===== src/rtl/bin_pool_pkg.sv =====
// Shared definitions for the binary max-pool stage.
//   HDR_END       stream sentinel header word
//   N_8/N_10/N_14 legal conv output widths (header values)
//   state_t       sequencing FSM states
//   half_n()      pooled map width for a given input width
//   is_legal_n()  header recognised as an image (anything else ends the stream)
package bin_pool_pkg;

  localparam logic [15:0] HDR_END = 16'h00FF;
  localparam logic [15:0] N_8     = 16'd8;
  localparam logic [15:0] N_10    = 16'd10;
  localparam logic [15:0] N_14    = 16'd14;

  typedef enum logic [2:0] {
    ST_IDLE,
    ST_HDR,
    ST_ROW_A,
    ST_ROW_B,
    ST_DONE
  } state_t;

  function automatic logic [15:0] half_n(input logic [15:0] n);
    return n >> 1;
  endfunction

  function automatic logic is_legal_n(input logic [15:0] n);
    return (n == N_8) || (n == N_10) || (n == N_14);
  endfunction

endpackage


===== src/rtl/pool_row_reduce.sv =====
// Combinational 2x2 reduction of one even/odd row pair.
// Build option: POOL_MAJORITY_EN selects majority (>=2 of 4 bits set);
// default build is OR (binary max).
// Ports:
//   row_a   [MAX_N-1:0]    even input row (already masked to N bits)
//   row_b   [MAX_N-1:0]    odd input row (already masked to N bits)
//   pooled  [MAX_N/2-1:0]  bit j reduces row_a/row_b bits 2j and 2j+1
module pool_row_reduce #(
  parameter int MAX_N = 14
) (
  input  logic [MAX_N-1:0]   row_a,
  input  logic [MAX_N-1:0]   row_b,
  output logic [MAX_N/2-1:0] pooled
);

  for (genvar j = 0; j < MAX_N/2; j++) begin : g_pair
    logic a0, a1, b0, b1;
    assign a0 = row_a[2*j];
    assign a1 = row_a[2*j+1];
    assign b0 = row_b[2*j];
    assign b1 = row_b[2*j+1];
`ifdef POOL_MAJORITY_EN
    // any two of the four set
    assign pooled[j] = (a0 & a1) | (a0 & b0) | (a0 & b1) |
                       (a1 & b0) | (a1 & b1) | (b0 & b1);
`else
    assign pooled[j] = a0 | a1 | b0 | b1;
`endif
  end

endmodule


===== src/rtl/bin_maxpool_stage.sv =====
// Binary 2x2/stride-2 pooling stage. Streams conv feature maps (header N,
// then N row words) from the intermediate SRAM and writes pooled maps
// (header N/2, then N/2 rows) to the output SRAM until a non-image header.
// Build option: POOL_MAJORITY_EN (see pool_row_reduce) changes only the
// reduction, not timing or format.
// Ports:
//   clk                     clock, rising edge
//   reset_b                 asynchronous reset, active low
//   dut_run                 start pulse, honoured only in IDLE
//   dut_busy                high from the cycle after an accepted run until DONE
//   dut_sram_read_address   read address; data returns one cycle later
//   sram_dut_read_data      read data
//   dut_sram_write_address  output SRAM write address (contiguous across images)
//   dut_sram_write_data     output SRAM write data
//   dut_sram_write_enable   one word written per asserted cycle
//
// state    | meaning
// ---------+------------------------------------------------------------
// ST_IDLE  | waiting for dut_run; address 0 (or next stream) presented
// ST_HDR   | header on read data; legal N -> write N/2, else end stream
// ST_ROW_A | even row on read data, held in row_a
// ST_ROW_B | odd row on read data, pooled word registered for writing
// ST_DONE  | stream finished, busy low, back to IDLE
module bin_maxpool_stage
  import bin_pool_pkg::*;
#(
  parameter int ADDR_W = 12,
  parameter int DATA_W = 16,
  parameter int MAX_N  = 14
) (
  input  logic              clk,
  input  logic              reset_b,
  input  logic              dut_run,
  output logic              dut_busy,
  output logic [ADDR_W-1:0] dut_sram_read_address,
  input  logic [DATA_W-1:0] sram_dut_read_data,
  output logic [ADDR_W-1:0] dut_sram_write_address,
  output logic [DATA_W-1:0] dut_sram_write_data,
  output logic              dut_sram_write_enable
);

  state_t             state;
  logic [3:0]         n_reg;
  logic [3:0]         row_cnt;
  logic [MAX_N-1:0]   row_a;
  logic [MAX_N-1:0]   mask_n;
  logic [MAX_N-1:0]   row_b_masked;
  logic [MAX_N/2-1:0] pooled;
  logic               hdr_is_image;

  // Rows carry garbage above bit N-1; masking here keeps the reduction simple
  // and guarantees pooled bits above N/2-1 come out 0.
  always_comb begin
    mask_n       = MAX_N'((32'd1 << n_reg) - 32'd1);
    row_b_masked = sram_dut_read_data[MAX_N-1:0] & mask_n;
    hdr_is_image = (sram_dut_read_data != HDR_END) && is_legal_n(sram_dut_read_data);
  end

  pool_row_reduce #(
    .MAX_N(MAX_N)
  ) u_reduce (
    .row_a (row_a),
    .row_b (row_b_masked),
    .pooled(pooled)
  );

  always_ff @(posedge clk or negedge reset_b) begin
    if (!reset_b) begin
      state                  <= ST_IDLE;
      n_reg                  <= '0;
      row_cnt                <= '0;
      row_a                  <= '0;
      dut_busy               <= 1'b0;
      dut_sram_read_address  <= '0;
      dut_sram_write_address <= '0;
      dut_sram_write_data    <= '0;
      dut_sram_write_enable  <= 1'b0;
    end else begin
      dut_sram_write_enable <= 1'b0;
      // address moves on after the word it pointed at has been written
      if (dut_sram_write_enable)
        dut_sram_write_address <= dut_sram_write_address + 1'b1;

      case (state)
        ST_IDLE: begin
          if (dut_run) begin
            state                 <= ST_HDR;
            dut_busy              <= 1'b1;
            dut_sram_read_address <= dut_sram_read_address + 1'b1;
          end
        end

        ST_HDR: begin
          if (hdr_is_image) begin
            n_reg                 <= sram_dut_read_data[3:0];
            row_cnt               <= '0;
            dut_sram_write_data   <= DATA_W'(half_n(sram_dut_read_data));
            dut_sram_write_enable <= 1'b1;
            dut_sram_read_address <= dut_sram_read_address + 1'b1;
            state                 <= ST_ROW_A;
          end else begin
            // the address already presented for the next word is not consumed
            dut_busy <= 1'b0;
            state    <= ST_DONE;
          end
        end

        ST_ROW_A: begin
          row_a                 <= sram_dut_read_data[MAX_N-1:0] & mask_n;
          row_cnt               <= row_cnt + 1'b1;
          dut_sram_read_address <= dut_sram_read_address + 1'b1;
          state                 <= ST_ROW_B;
        end

        ST_ROW_B: begin
          dut_sram_write_data   <= DATA_W'(pooled);
          dut_sram_write_enable <= 1'b1;
          dut_sram_read_address <= dut_sram_read_address + 1'b1;
          if (row_cnt == (n_reg - 4'd1)) begin
            state <= ST_HDR;
          end else begin
            row_cnt <= row_cnt + 1'b1;
            state   <= ST_ROW_A;
          end
        end

        ST_DONE: state <= ST_IDLE;

        default: state <= ST_IDLE;
      endcase
    end
  end

endmodule


===== config.mk =====
export PLATFORM = sky130hd
export DESIGN_NAME = bin_maxpool_stage
export DESIGN_NICKNAME = d
export VERILOG_FILES = /design/src/rtl/bin_pool_pkg.sv /design/src/rtl/pool_row_reduce.sv /design/src/rtl/bin_maxpool_stage.sv
export SDC_FILE = /design/constraint.sdc
export NUM_CORES = 1
export LEC_CHECK = 0
export CAP_MARGIN = 20
export CORE_ASPECT_RATIO = 1.1
export CORE_MARGIN = 2
export CORE_UTILIZATION = 35
export DETAILED_ROUTE_END_ITERATION = 8
export GPL_ROUTABILITY_DRIVEN = 0
export GPL_TIMING_DRIVEN = 0
export PLACE_DENSITY_LB_ADDON = 0.2
export SYNTH_ARGS = -nofsm -noshare
export SYNTH_HDL_FRONTEND = slang
export SYNTH_SLANG_ARGS = --single-unit

===== constraint.sdc =====
create_clock -name clk -period 6.7 [get_ports clk]
set_input_delay 1.34 -clock clk [delete_from_list [all_inputs] [get_ports clk]]
set_output_delay 1.34 -clock clk [all_outputs]
set_load 0.01 [all_outputs]

==> metrics.md, run 1 <==
| Metric | Value |
|---|---|
| Post-Synthesis Cells | between 300 and 400 |
| Mapped Area | 3270 µm² |
| Final total power | 0.00102 W |
| FF+latch area | 1650 µm² |
| Max Fclk | between 0.3 and 0.4 GHz |
| DP HPWL | 5.26 mm |
| Syn_nets | 351 |
| Clk sinks | 66 |
| Hold Violations, Final | 0 |
| Die W | a little under 100 µm |
| R2R depth | 10 |
| Via count | 2565 |
| CTS clk-pin slew, worst paths | around 80 ps |
| Final std cells w/o fill | 512 |
| Multi-input logic area | 1490 µm² |
| Fin. max-slew vios | 0 |
| DIE AREA | around 10000 µm² |
| Yosys top cell area share | 50.6% |
| I/O pin cnt | 61 |
| Antenna fix cells | 0 |
| Post_cts resized | 0 |
| Crit path capture type | register |
| IO buf count | 59 |
| Worst-Margin Slew | 829 ps |
| CTS tree | built |
| Hold buffer count at CTS | 0 |
| Synth Register Bits | 66 |
| Synth top cells by count | 66 x dfrtp_1, 46 x nand2_1, 26 x xnor2_1, 22 x o21ai_0, 16 x nand3_1 |
| # H-tree levels | 3 |
| Critical-path top delay cell | clkdlybuf4s50_1 |
| Global-route wire length before repair | 12.3 mm |
| Final Cycle Share | about 45% |
| Most instantiated library cell after synthesis | dfrtp_1 |
| Vias per cell | 5.01 |
| Die Span Y | between 100 and 150 µm |
| FFs w/ async S/R, synth | 100% |
| Cell Area, Placed | ~4000 µm² |
| Final setup fails | 0 |
| Post-DRT Antenna Nets | 0 |
| EDFF count, synth | 0 |
| RSZ-0062 raised after global routing | false |
| Setup TNS | 0 ps |
| Worst path cell trace | clkdlybuf4s50_1, nor4_1, nand2_1, or3_1, buf_6, buf_6, a21oi_1, a31oi_1 |
| Status | complete, no violations |
| Setup Fix Bufs, Post-CTS | 0 |
| Number of flip-flops under the largest register name | 15 |
| Rel. slew slack | 44.7% |
| Top cells by area in the synthesized netlist | dfrtp_1 51%, xnor2_1 7.0%, nand2_1 5.3% |
| Seq/Total Area, Yosys | 50.6% |
| LEAKAGE | ~1.8 nW |
| Most frequent CP cell | buf_6 |
| Final wirelength | 7.29 mm |
| Largest net degree at the start of global routing | 67 |
| Max cap viols | 0 |
| Row Count | 36 |
| Global route overflow | 0 |
| Clock Latency Late Sink | 340 ps |
| Syn-to-layout area delta | 29.3% |
| Initial antenna violation count | 0 |
| Root Buffer | clkbuf_8 |
| Vias in the first global route | about 2500 |
| Worst endpoint required time | 6900 ps |
| Power Dens Cells | 241 nW/µm² |
| Biggest register | dut_sram_write_data |
| Commonest register cell after synthesis | dfrtp_1 |
| Num CTS Buffers | 9 |
| Mean post-synth cell area | 10.1 µm² |
| Crit path DAT | 3220 ps |
| # placed instances | between 400 and 500 |
| Fin area | ~4200 µm² |
| Post-DR wirelength/cell | about 14 µm |
| Distinct cells, synth | 53 |
| YS warnings | 0 |
| Crit-path max cell delay | 430 ps |
| Fraction of layout cells with a size suffix above 1 | 8.54% |
| Fill cells | 877 |
| Hold/Removal Path Class | reg2reg |
| Pre-Repair DR Iteration Count | 4 |
| DR iter-0 viols | 44 |
| CP top delay family | simple AND/OR/NAND/NOR gates |
| Max FO, Critical Path | 10 |
| Buf+Inv Stages, Crit Path | 3 |
| Layout Nets | 421 |
| Residual DRC | 0 |
| Longest Clk Path Bufs | 2 |
| Cell taking the most area after synthesis | dfrtp_1 |
| GRT Total Usage | 15.7% |
| Fin Clk Skew | 10.2 ps |
| Core ar. | between 8000 and 9000 µm² |
| Cell count of the worst hold path | 1 |
| WP depth | 8 |
| Post-layout min period | ~3000 ps |
| Initial core utilization | 36.4% |
| Largest regs | dut_sram_write_data x15, row_a x14 |
| Max VDD drop | 0.000116 V |
| CP Class | in2reg |
| CP Launch Type | primary input |
==> final cells by class <==
type / instances / share of cell area, %
Clock buffer: 9 / 2.93
Timing Repair Buffer: 59 / 13.9
Buffer: 15 / 2.05
Clock inverter: 7 / 2.40
Multi-Input combinational cell: 233 / 35.4
Inverter: 9 / 0.800
Sequential cell: 66 / 39.1
Tap cell: 114 / 3.38
==> worst paths after layout <==
path                                             end  slack (ps)                 startpoint
setup / recovery              dut_sram_write_data[5]        3680      sram_dut_read_data[8]
hold / removal             dut_sram_read_address[11]         470  dut_sram_read_address[11]
setup reg to reg                            row_a[8]        4280                   n_reg[0]
hold reg to reg            dut_sram_read_address[11]         470  dut_sram_read_address[11]
max in group asynchronous  dut_sram_write_address[6]        5050                    reset_b
min in group asynchronous    dut_sram_write_data[13]        1070                    reset_b
==> logic make-up (layout without fill, tap and decap cells) <==
family / count (synthesis) / in the layout / synth area share [%]
DFF: 66 / 66 / 50.6
AOI/OAI and AO/OA: 54 / 54 / 10.7
other: 1 / 1 / 0.115
muxes: 7 / 7 / 2.53
xor gates and xnor gates: 32 / 32 / 8.58
and+or+nand+nor: 129 / 129 / 20.1
buffers and inverters: 24 / 99 / 3.68
adders and majority gates: 10 / 10 / 3.75
==> worst register-to-register path, delay by kind of cell, from the launching register on <==
family          cells  cell delay [ps]
compound gates      2              600
xor+xnor            1              210
fa+ha+maj           2              360
buf+inv             3              540
flops               1              450
simple gates        2              190
==> stage by stage <==
step                util [%]  setup WS (ps)  hold WS, ps
floorplan                  -           4060          446
global placement        44.6           1980          460
detailed placement      44.6           3260          466
CTS                     47.1           3640          477
global route            47.1           3610          500
finish                  47.1           3680          473
==> power by group <==
part           switching (W)  internal, W
clock network       0.000171     0.000213
registers          0.0000309     0.000426
logic              0.0000870    0.0000876
==> cell usage in the layout, fill, tap and decap left out, types with 9 or more instances in the layout <==
master / instances
ha_1: 9
inv_1: 9
and3_1: 11
o21ai_0: 22
nand3_1: 16
nand4_1: 9
nor2_1: 12
clkdlybuf4s50_1: 58
xnor2_1: 26
clkbuf_8: 9
nand2_1: 46
dfrtp_1: 66
==> layer usage <==
metal	share of wire [%]	wire length, µm	global-route usage, %	vias to the layer above
met5	0	0	0	-
met4	1.6	118	6.94	0
met3	3.3	244	3.43	9
met2	48	3480	23.7	46
met1	47	3440	21.5	1243
li1	-	-	-	1267
No activity file was read; power rests on OpenSTA's default activity.
==> run 2: changes to the inputs <==
- clock period: 6.7 -> 2.8 ns (I/O delays scaled with it)
==> results of run 2 <==
Same layout as run 1 (identical final DEF). Status: complete, no violations.
Main changes from that run: setup slack after placement 3260 ps -> 145 ps; setup slack after layout 3680 ps -> 375 ps; hold slack 473 ps -> 290 ps; start point of the critical path sram_dut_read_data[8] -> n_reg[0]; end point of the critical path dut_sram_write_data[5] -> row_a[8]; register-to-register setup slack 4280 ps -> 380 ps; total power 0.00102 W -> 0.00243 W; worst IR drop on VDD 0.000116 V -> 0.000277 V
==> run 3: changes to the inputs <==
- SLEW_MARGIN: unset -> 25
- clock period: 2.8 -> 2.4 ns (I/O delays scaled with it)
==> metrics.md, run 3 (synthesized netlist as in run 1, its figures left out) <==
| Metric | Value |
|---|---|
| Status | complete, no violations |
| Met1 Wirelength | between 3 and 4 mm |
| DIE AREA | 10100 µm² |
| Number of flip-flops under the largest register name | 15 |
| Num CTS Buffers | 9 |
| Die W | 96.1 µm |
| Final wirelength | 7.26 mm |
| Crit path capture type | register |
| Final Cycle Share | 90.8% |
| Sw Share | 27.1% |
| Worst path cell trace | inv_2, ha_1, clkbuf_4, nand2_1, ha_1, buf_2, nor2b_1, o21ai_0, nand2_1, a211oi_1, a31oi_1 |
| Antenna fix cells | 0 |
| Hold_ws | 25.8 ps |
| Global-route wire length before repair | between 10 and 15 mm |
| Max FO, Critical Path | 10 |
| Final setup fails | 0 |
| NetSw | ~0.00079 W |
| Commonest cells after routing, fill and taps aside | 64 x dfrtp_1, 58 x clkdlybuf4s50_1, 46 x nand2_1 |
| # placed instances | 497 |
| Fraction of layout cells with a size suffix above 1 | 10.8% |
| GRT Total Usage | between 15 and 20% |
| LEAKAGE | 1.89 nW |
| Fin Clk Skew | between 9 and 10 ps |
| # H-tree levels | 3 |
| Hold Violations, Final | 0 |
| Largest net degree at the start of global routing | 47 |
| Pre-Repair DR Iteration Count | 5 |
| Biggest register | dut_sram_write_data |
| Residual DRC | 0 |
| Longest Clk Path Bufs | 2 |
| Initial core utilization | 36.4% |
| Largest regs | dut_sram_write_data x15, row_a x14 |
| Hold buffer count at CTS | 0 |
| Post-DRT Antenna Nets | 0 |
| CP Launch Type | register |
| Post-layout min period | 2180 ps |
| Rel. slew slack | between 60% and 70% |
| Fin. max-slew vios | 0 |
| DR iter-0 viols | 72 |
| Row Count | 36 |
| Clock network power share | 39.5% |
| I/O pin cnt | 61 |
| Clk sinks | 66 |
| IO buf count | 59 |
| CTS tree | built |
| Met3 WL post-DR | 281 µm |
| Initial antenna violation count | 0 |
| Worst endpoint required time | 2600 ps |
| Crit path DAT | roughly 2400 ps |
| FF-to-FF Start | n_reg[0] |
| R2R depth | 11 |
| Syn-to-layout area delta | 31.6% |
| Vias in the first global route | 2578 |
| Final total power | 0.00294 W |
| Final WS setup | roughly 220 ps |
| R2R setup slack | 220 ps |
| Critical-path top delay cell | dfrtp_2 |
| Comb power frac | ~17% |
| Final std cells w/o fill | approximately 510 |
| Power share of the sequential group | a little over two fifths |
| Vias per cell | 4.99 |
| RSZ-0062 raised after global routing | false |
| Global route overflow | 0 |
| Die Span Y | between 100 and 150 µm |
| Power Dens Cells | around 680 nW/µm² |
| Top sig layer | met4 |
| Worst-Margin Slew | 574 ps |
| Max Fclk | 0.459 GHz |
| Via count | 2563 |
| Fin util | 48.0% |
| Pre-CTS WS | -160 ps |
| Root Buffer | clkbuf_8 |
| Metal2 WL | 3.49 mm |
| Fill cells | ~870 |
| CP Class | reg2reg |
| DP HPWL | 5.40 mm |
| Max VDD drop | 0.000323 V |
| Hold/Removal Path Class | in2async |
| Layout Nets | around 420 |
| Max cap viols | 0 |
| Most common cell after layout, fill and taps aside | dfrtp_1 |
| CTS clk-pin slew, worst paths | 70 ps |
| Crit-path max cell delay | 440 ps |
| Clock Latency Late Sink | roughly 340 ps |
| R2r endpoint | dut_sram_write_data[2] |
| Core ar. | 8960 µm² |
| Post-DR wirelength/cell | 14.1 µm |
| P_int | 0.00214 W |
[run 3: changes by cell type in the layout (fill, tap and decap cells not counted), sizes merged]
cell,previous run,this run
bufinv,2,3
clkinvlp,2,0
clkinv,1,2
buf,8,10
[run 3: how the worst max path moves through the flow]
| stage | from | endpoint | slack [ps] | cells past startpoint |
|---|---|---|---|---|
| after detailed placement | sram_dut_read_data[8] | dut_sram_write_data[5] | -160 | 8 |
| after global routing | n_reg[0] | dut_sram_write_data[2] | 4 | 11 |
| final | n_reg[0] | dut_sram_write_data[2] | 220 | 11 |
| after CTS | n_reg[0] | dut_sram_write_data[1] | 80 | 9 |
| after floorplan | n_reg[0] | dut_sram_write_data[4] | 310 | 10 |
| after global placement | reset_b | dut_sram_write_address[2] | -1460 | 1 |
[run 3: through the flow]
stage	cell area (µm²)	setup TNS (ps)
floorplan	3270	0
global placement	4000	-98100
detailed placement	4020	-1760
CTS	4280	0
global route	4300	0
finish	4300	0
[run 3: layout make-up]
type	count	area, µm²	area share, %
multi-input cells	233	1510	35.0
clock buffers	9	124	2.88
repair buffers	61	623	14.5
flip-flops and latches	66	1650	38.5
plain buffers	15	90.1	2.10
well taps	114	143	3.32
clock inverters	7	125	2.91
inverters	9	33.8	0.786
[run 3: routing by layer]
metal / up-vias / global-route usage (%)
met5: - / 0
met4: 0 / 6.22
met3: 7 / 3.07
met2: 48 / 24.2
met1: 1241 / 20.9
li1: 1267 / -
[run 3: timing repair]
item / 4_1_cts / 5_1_grt
gates resized for setup: 2 / 7
buffers inserted: 0 / 1
endpoints found under the setup margin: 4 / 7
[run 3: power groups by stage]
| stage | combinational, W | clock [W] | sequential [W] |
|---|---|---|---|
| finish | 0.000496 | 0.00116 | 0.00128 |
| global placement | 0.000492 | 0 | 0.00130 |
| CTS | 0.000506 | 0.00119 | 0.00128 |
| floorplan | 0.000241 | 0 | 0.00131 |
| global route | 0.000551 | 0.00125 | 0.00129 |
| detailed placement | 0.000506 | 0 | 0.00130 |
[run 3: critical path, delay by kind of cell (launching register included)]
kind | cells | cell delay, ps
buffers and inverters | 3 | 440
adder cells (fa/ha/maj) | 2 | 350
AO/OA/AOI/OAI | 3 | 490
flip-flops | 1 | 440
AND/OR/NAND/NOR | 3 | 310
